--- config.mk ---
export PLATFORM = sky130hd
export DESIGN_NAME = adc_drdy_monitor
export DESIGN_NICKNAME = d
export VERILOG_FILES = /design/src/rtl/adc_drdy_monitor.sv
export SDC_FILE = /design/constraint.sdc
export NUM_CORES = 1
export LEC_CHECK = 0
export ABC_AREA = 1
export CAP_MARGIN = 20
export CORE_UTILIZATION = 57
export DETAILED_ROUTE_END_ITERATION = 8
export GPL_ROUTABILITY_DRIVEN = 0
export HOLD_SLACK_MARGIN = 0.15
export PLACE_DENSITY = 0.78
export SLEW_MARGIN = 20
export SYNTH_ARGS = -nofsm -noshare
export SYNTH_HDL_FRONTEND = slang
export SYNTH_SLANG_ARGS = --single-unit
--- constraint.sdc ---
create_clock -name clk -period 2.7 [get_ports clk]
set_clock_uncertainty 0.2 [all_clocks]
set_input_delay 0.27 -clock clk [delete_from_list [all_inputs] [get_ports clk]]
set_output_delay 0.27 -clock clk [all_outputs]
set_load 0.02 [all_outputs]
--- src/rtl/adc_drdy_monitor.sv ---
// Multi-channel ADC data-ready monitor: synchronizes and debounces active-low DRDY pins,
// emits one pulse per accepted falling edge, counts frames and flags missing frames.
module adc_drdy_monitor #(
  parameter int unsigned N_CH        = 8,
  parameter int unsigned SYNC_STAGES = 2,
  parameter int unsigned FILT_LEN    = 1,
  parameter int unsigned TO_W        = 16,
  parameter int unsigned CNT_W       = 16
) (
  input  logic                    clk,
  input  logic                    rst,
  input  logic [N_CH-1:0]         drdy_n_async,
  input  logic [N_CH-1:0]         enable,
  input  logic [TO_W-1:0]         timeout_cycles,
  input  logic                    clear_stats,
  output logic [N_CH-1:0]         drdy_fall_pulse,
  output logic [N_CH-1:0]         armed,
  output logic [N_CH-1:0]         timeout_flag,
  output logic [N_CH*CNT_W-1:0]   frame_cnt
);

  localparam int unsigned FC_W = (FILT_LEN > 1) ? $clog2(FILT_LEN) : 1;
  localparam int unsigned WARM = SYNC_STAGES + FILT_LEN;
  localparam int unsigned WU_W = $clog2(WARM + 1);

  logic [N_CH-1:0][SYNC_STAGES-1:0] sync_q, sync_d;
  logic [N_CH-1:0]                  filt_q, filt_d;
  logic [N_CH-1:0][FC_W-1:0]        fcnt_q, fcnt_d;
  logic [WU_W-1:0]                  warm_q, warm_d;
  logic [N_CH-1:0]                  armed_q, armed_d;
  logic [N_CH-1:0]                  pulse_q, pulse_d;
  logic [N_CH-1:0]                  flag_q, flag_d;
  logic [N_CH-1:0][TO_W-1:0]        to_q, to_d;
  logic [N_CH-1:0][CNT_W-1:0]       cnt_q, cnt_d;
  logic                             to_en_c;
  logic [TO_W-1:0]                  to_last_c;

  // Next-state logic; every channel is evaluated identically and independently.
  always_comb begin
    warm_d    = (warm_q != '0) ? warm_q - WU_W'(1) : warm_q;
    to_en_c   = (timeout_cycles != '0);
    to_last_c = timeout_cycles - TO_W'(1);
    sync_d    = sync_q;
    filt_d    = filt_q;
    fcnt_d    = '0;
    armed_d   = '0;
    pulse_d   = '0;
    flag_d    = flag_q;
    to_d      = '0;
    cnt_d     = cnt_q;
    for (int unsigned i = 0; i < N_CH; i++) begin
      sync_d[i] = {sync_q[i][SYNC_STAGES-2:0], drdy_n_async[i]};

      // A new level is accepted only after it has differed from filt for FILT_LEN cycles.
      if (sync_q[i][SYNC_STAGES-1] != filt_q[i]) begin
        if (fcnt_q[i] == FC_W'(FILT_LEN - 1)) begin
          filt_d[i] = sync_q[i][SYNC_STAGES-1];
        end else begin
          fcnt_d[i] = fcnt_q[i] + FC_W'(1);
        end
      end

      armed_d[i] = enable[i] && (armed_q[i] || ((warm_q == '0) && filt_q[i]));
      pulse_d[i] = armed_q[i] && enable[i] && filt_q[i] && !filt_d[i];

      if (pulse_d[i] || !armed_q[i] || !to_en_c) begin
        to_d[i] = '0;
      end else if (to_q[i] != '1) begin
        to_d[i] = to_q[i] + TO_W'(1);
      end else begin
        to_d[i] = to_q[i];
      end

      if (to_en_c && armed_q[i] && !pulse_d[i] && (to_q[i] == to_last_c)) begin
        flag_d[i] = 1'b1;
      end
      cnt_d[i] = cnt_q[i] + CNT_W'(pulse_d[i]);

      // Clearing statistics takes priority over a coincident pulse.
      if (clear_stats) begin
        cnt_d[i]  = '0;
        flag_d[i] = 1'b0;
      end
    end
  end

  always_ff @(posedge clk) begin
    if (rst) begin
      sync_q  <= '1;
      filt_q  <= '1;
      fcnt_q  <= '0;
      warm_q  <= WU_W'(WARM);
      armed_q <= '0;
      pulse_q <= '0;
      flag_q  <= '0;
      to_q    <= '0;
      cnt_q   <= '0;
    end else begin
      sync_q  <= sync_d;
      filt_q  <= filt_d;
      fcnt_q  <= fcnt_d;
      warm_q  <= warm_d;
      armed_q <= armed_d;
      pulse_q <= pulse_d;
      flag_q  <= flag_d;
      to_q    <= to_d;
      cnt_q   <= cnt_d;
    end
  end

  assign drdy_fall_pulse = pulse_q;
  assign armed           = armed_q;
  assign timeout_flag    = flag_q;
  assign frame_cnt       = cnt_q;

endmodule

### Yosys cells after proc, flatten, opt, wreduce, memory -nomap -nowiden

Index checks and enable logic that the tools add are counted.

| storage, ports and cells | value |
|---|---|
| word-level logic and storage cells | 259 |
| output and inout port bits | 152 |
| register bits | 314 |
| bits of input ports | 35 |

| operators by class | value |
|---|---|
| add/subtract/negate cells | 26 |
| bitwise gates (word level) | 16 |
| eq/ne operators | 24 |
| reductions and logical operators | 133 |
| mux-type cells | 16 |

Operators by type and width:

| cell | count |
|---|---|
| $add 16x1->16 | 8 |
| $add 16x1->16 const B | 8 |
| $eq 16x16->1 | 8 |
| $ne 16x16->1 const B | 8 |
| $logic_and 1x1->1 | 64 |
| $logic_not 1->1 | 25 |
| $logic_or 1x1->1 | 24 |
| $reduce_or 3->1 | 8 |
| $reduce_or 2->1 | 9 |
| $mux 1 | 16 |
| $not 1->1 | 16 |
| $reduce_bool 16->1 | 1 |
| $sub 16x1->16 const B | 1 |
| $add 1x1->1 const B | 8 |
| $ne 1x1->1 | 8 |
| $logic_not 2->1 | 1 |
| $reduce_bool 2->1 | 1 |
| $sub 2x1->2 const B | 1 |

### Logic depth before layout (Yosys ltp)

| depth | value |
|---|---|
| word-level depth | 7 |
| depth in mapped cells | 17 |
| gate-level depth less buffers | 17 |

### Least setup slack after synthesis

OpenSTA, ideal clock, no wires.

| path | value |
|---|---|
| kind | reg2reg |
| start | register armed_q[4], in the netlist armed[4] |
| end | register cnt_q, in the netlist frame_cnt[76] |
| path buffers | 0 |
| setup slack | 280 ps |
| stages on the path, launching flop included | 14 |
| library setup time | 128 ps |
| period minus slack after synthesis | 2,420 ps |
| required time | 2,372 ps |
| arrival | 2,092 ps |
| path through | dfxtp_1 > nand3_1 > nor2_1 > ha_1 > ha_1 > nand2_1 > inv_1 > nand4_1 > nor2_1 > nand2_1 > nor3_1 > nand3_1 > xor2_1 > nor2_1 |

| between the ends | value |
|---|---|
| cells in the longest elaborated chain, start to end | 4 |

Ends and longest elaborated chain:

| element | line | text |
|---|---|---|
| start: declaration | 30 | `logic [N_CH-1:0] armed_q, armed_d;` |
| start signal: assignment | 103 | `armed_q <= armed_d;` |
| $logic_and 1x1->1 (3 in series) | 64 | `pulse_d[i] = armed_q[i] && enable[i] && filt_q[i] && !filt_d[i];` |
| net pulse_d[4] | 31 | `logic [N_CH-1:0] pulse_q, pulse_d;` |
| $add 16x1->16 | 77 | `cnt_d[i] = cnt_q[i] + CNT_W'(pulse_d[i]);` |
| end signal: assignment | 107 | `cnt_q <= cnt_d;` |
| end: declaration | 34 | `logic [N_CH-1:0][CNT_W-1:0] cnt_q, cnt_d;` |

The timed path passes the listed nets, and every way through them passes these cells.
A chain may end at the register's enable or synchronous reset.

### Worst setup path in the final report

| path | value |
|---|---|
| start | register armed_q[5], in the netlist armed[5] |
| end | register cnt_q, in the netlist frame_cnt[94] |

Same word-level chain as after synthesis.

==> results.yml <==
route:
  wl_per_cell_um: 15.5
  firstDrtPassIters: 6
  drtIter0Drc: 1680
  vias_per_cell: 5.44
  dr.max_layer_used: "met4"
  met2WireLength_um: 22100
  ant_nets: 0
  drt_wl_total_um: 48700
  wl_met3_um: 4590
  route.detailed.drc: 0
  num_vias: 17100
  wl_met1_um: 19500
timing:
  timing.final.crit_share_pct: 92.3
  maxSlewViolCount: 0
  hold_viol_final: 0
  tightest_slew_ns: 0.549
  timing.final.ws_setup_ns: 0.209
  setup_tns_ns: 0
  setup_violations: 0
  min_period_ns: 2.49
  slew_headroom_pct: 63.4
  max_freq_mhz: 401
grt:
  grt_pass1_wl_um: 76800
  grt_pass1_vias: 15700
  antenna_found_initial: 0
  track_usage_pct: 33.2
  grt_overflow: 0
  grt_max_degree: 76
synth:
  synth_warnings: 0
  ys_ff_latch: 314
  yosysUniqueCellTypes: 47
  yosysSeqAreaShare_pct: 39.1
  synthTopCellsByArea: "dfxtp_1, nand2_1, inv_1, nor2_1, nand3_1"
  synth_top_area_cell: "dfxtp_1"
  netlist_area_um2: 16100
  yosys_most_used_dff: "dfxtp_1"
  synth_edf_count: 0
  netlist.area_leader.share_pct: 39.1
  ys_async_sr_fraction_pct: 0
  avgSynthCellArea_um2: 6.71
  syn_inst: 2399
placed_design:
  dp_hpwl_um: 35300
  place_ws_ns: -0.291
  placed_area_um2: 19300
  port-buffer-count: 186
flow_run:
  drv_cap: 0
cts:
  clk_pin_slew_ns: 0.06
  tritoncts: "yes"
  root_buffer: "clkbuf_16"
  numCtsBuffers: 35
  h-tree-depth: 2
  clk_latency_ns: 0.53
  cts_sinks: 314
  cts_buffer_depth: 3
setup_path:
  regToRegSetupSlack_ns: 0.21
  worstPathMaxFanout: 3
  reg2reg_depth: 14
  rr_endpoint: "frame_cnt[94]"
  r2r-start: "armed[5]"
  cp-start-kind: "register"
  crit_type: "reg2reg"
  worstSetupEndpointType: "register"
  crit_arrival_ns: 2.73
  worstPathRequired_ns: 2.94
floorplan:
  die_w_um: 170
  dieHeight_um: 170
  num_io_pins: 187
  core_um2: 27800
  rows: 61
  die-area_um2: 28900
  initial_utilization_pct: 57.9
final_layout:
  num-nets-final: 2801
  fin_area_um2: 20700
  drive_gt1_share_pct: 9.71
  areaGrowthSynthToFinish_pct: 28.6
power:
  powerDensity_nw_per_um2: 489
  p_leak_nw: 8.47
  peakVddDrop_v: 0.000377
worst_hold_path:
  hold_path_end: "armed[5]"
  holdPathStages: 3
  hp-class: "in2reg"
  min-delay-start: "enable[5]"
run_status:
  outcome: "finished, final reports clean"
## Yosys cell counts, types with 2 or more instances
master and number:
and3_1 3, nand2_2 12, nor2_2 9, clkbuf_1 22, dfxtp_1 314, ha_1 27
buf_4 3, a21oi_1 157, a31oi_1 12, nand4_1 49, nand3_2 7, nor3_2 2
nor2_4 8, o22ai_1 2, nor3_1 78, nor2_1 296, buf_2 4, clkinv_1 2
nand2_1 530, o311ai_0 2, xnor2_1 11, xor2_1 59, inv_1 363, o21a_1 7
nand3_1 219, a211oi_1 2, nand2_4 5, o21ai_0 123, nand3b_1 2, inv_2 2
nor3b_1 3, nor4_1 11, o211ai_1 5, a21oi_2 4, o21bai_1 2, o221a_2 2
or2_2 30
## flip-flops by register name (all words and copies together) (netlist names)
signal	flops
frame_cnt	128
to_q	128
armed	8
drdy_fall_pulse	8
fcnt_q	8
filt_q	8
sync_d	8
sync_q	8
timeout_flag	8
warm_q	2
## critical path, cell delays in order, from the launching register on
cell and delay (ns):
dfxtp_1 0.38, nand3_1 0.13, nor2_2 0.18, ha_1 0.18, ha_1 0.16, nand2_1 0.05, inv_1 0.07, nand2_1 0.10
nor3_2 0.17, nand4_1 0.16, nor2_2 0.16, inv_1 0.08, nor2_1 0.16, a21oi_1 0.11, nor3_1 0.13
## kinds of logic (layout without fill, tap and decap cells)
logic type	Yosys count	count (layout)	synth area share (%)
XOR/XNOR	70	70	3.81
AO/OA/AOI/OAI	321	321	10.6
buffers and inverters	399	752	9.57
other	1	9	0.0233
adder cells (fa/ha/maj)	27	27	2.10
flip-flops	314	314	39.1
AND/OR/NAND/NOR	1267	1267	34.8
## metal layers
layer | vias up | global-route usage, %
met4 | 0 | 16.8
met1 | 7695 | 41.1
met5 | - | 0
li1 | 8379 | -
met3 | 191 | 6.09
met2 | 818 | 55.4
## power by group
part | switching, mW | internal [mW] | total, mW
registers | 0.0215 | 4.67 | 4.69
clock network | 1.93 | 2.81 | 4.74
logic | 0.412 | 0.275 | 0.687
## layout make-up
type | instances | area [um^2]
well taps | 378 | 473
repair buffers | 327 | 3080
diodes | 1 | 2.50
inverters | 368 | 1380
clock inverters | 11 | 160
flip-flops and latches | 314 | 6290
multi-input cells | 1693 | 8340
fillers | 2198 | 7090
clock buffers | 46 | 967
## worst max-delay path by stage
stage | from | endpoint | slack [ns] | depth (start not counted)
after floorplan | armed[4] | frame_cnt[76] | 0.28 | 13
after global placement | enable[0] | frame_cnt[14] | -0.19 | 13
after detailed placement | enable[5] | frame_cnt[94] | -0.29 | 15
after CTS | armed[5] | frame_cnt[94] | 0.1 | 14
after global routing | filt_q[3] | frame_cnt[62] | -0.08 | 14
final | armed[5] | frame_cnt[94] | 0.21 | 14
## cell usage in the layout, fill, tap and decap left out, types with 6 or more instances in the layout
cell	n
xnor2_1	11
clkbuf_1	6
buf_12	9
conb_1	8
dfxtp_1	314
ha_1	27
nand2_2	12
nor2_4	9
nor3_2	8
nand2_1	530
inv_1	363
xor2_1	59
a31oi_1	12
nand3_2	7
nor2_2	13
a21oi_1	157
dlygate4sd3_1	19
nand3_1	219
o21a_1	7
buf_4	113
clkbuf_16	35
nand4_1	49
nor4_1	11
o21ai_0	123
nor2_1	291
clkdlybuf4s50_1	186
nor3_1	72
or2_2	30
## timing repair
action                                  4_1_cts  5_1_grt
setup buffers                                 0        2
endpoints found under the setup margin        0       12
hold endpoints to repair                     18        0
gates resized for setup                       0       10
hold buffers                                 19        0
## per-stage QoR
step	power (mW)	util [%]	std cells	hold WS (ns)
6_report	10.1	74.5	3138	0.177
5_1_grt	10.4	74.5	3137	0.179
4_1_cts	10.2	74.3	3135	0.162
3_5_place_dp	5.44	69.5	3059	0.196
3_3_place_gp	5.43	69.5	3059	0.194
2_1_floorplan	5.11	-	2406	0.174
Note: power is estimated with default switching activity, not from simulation.
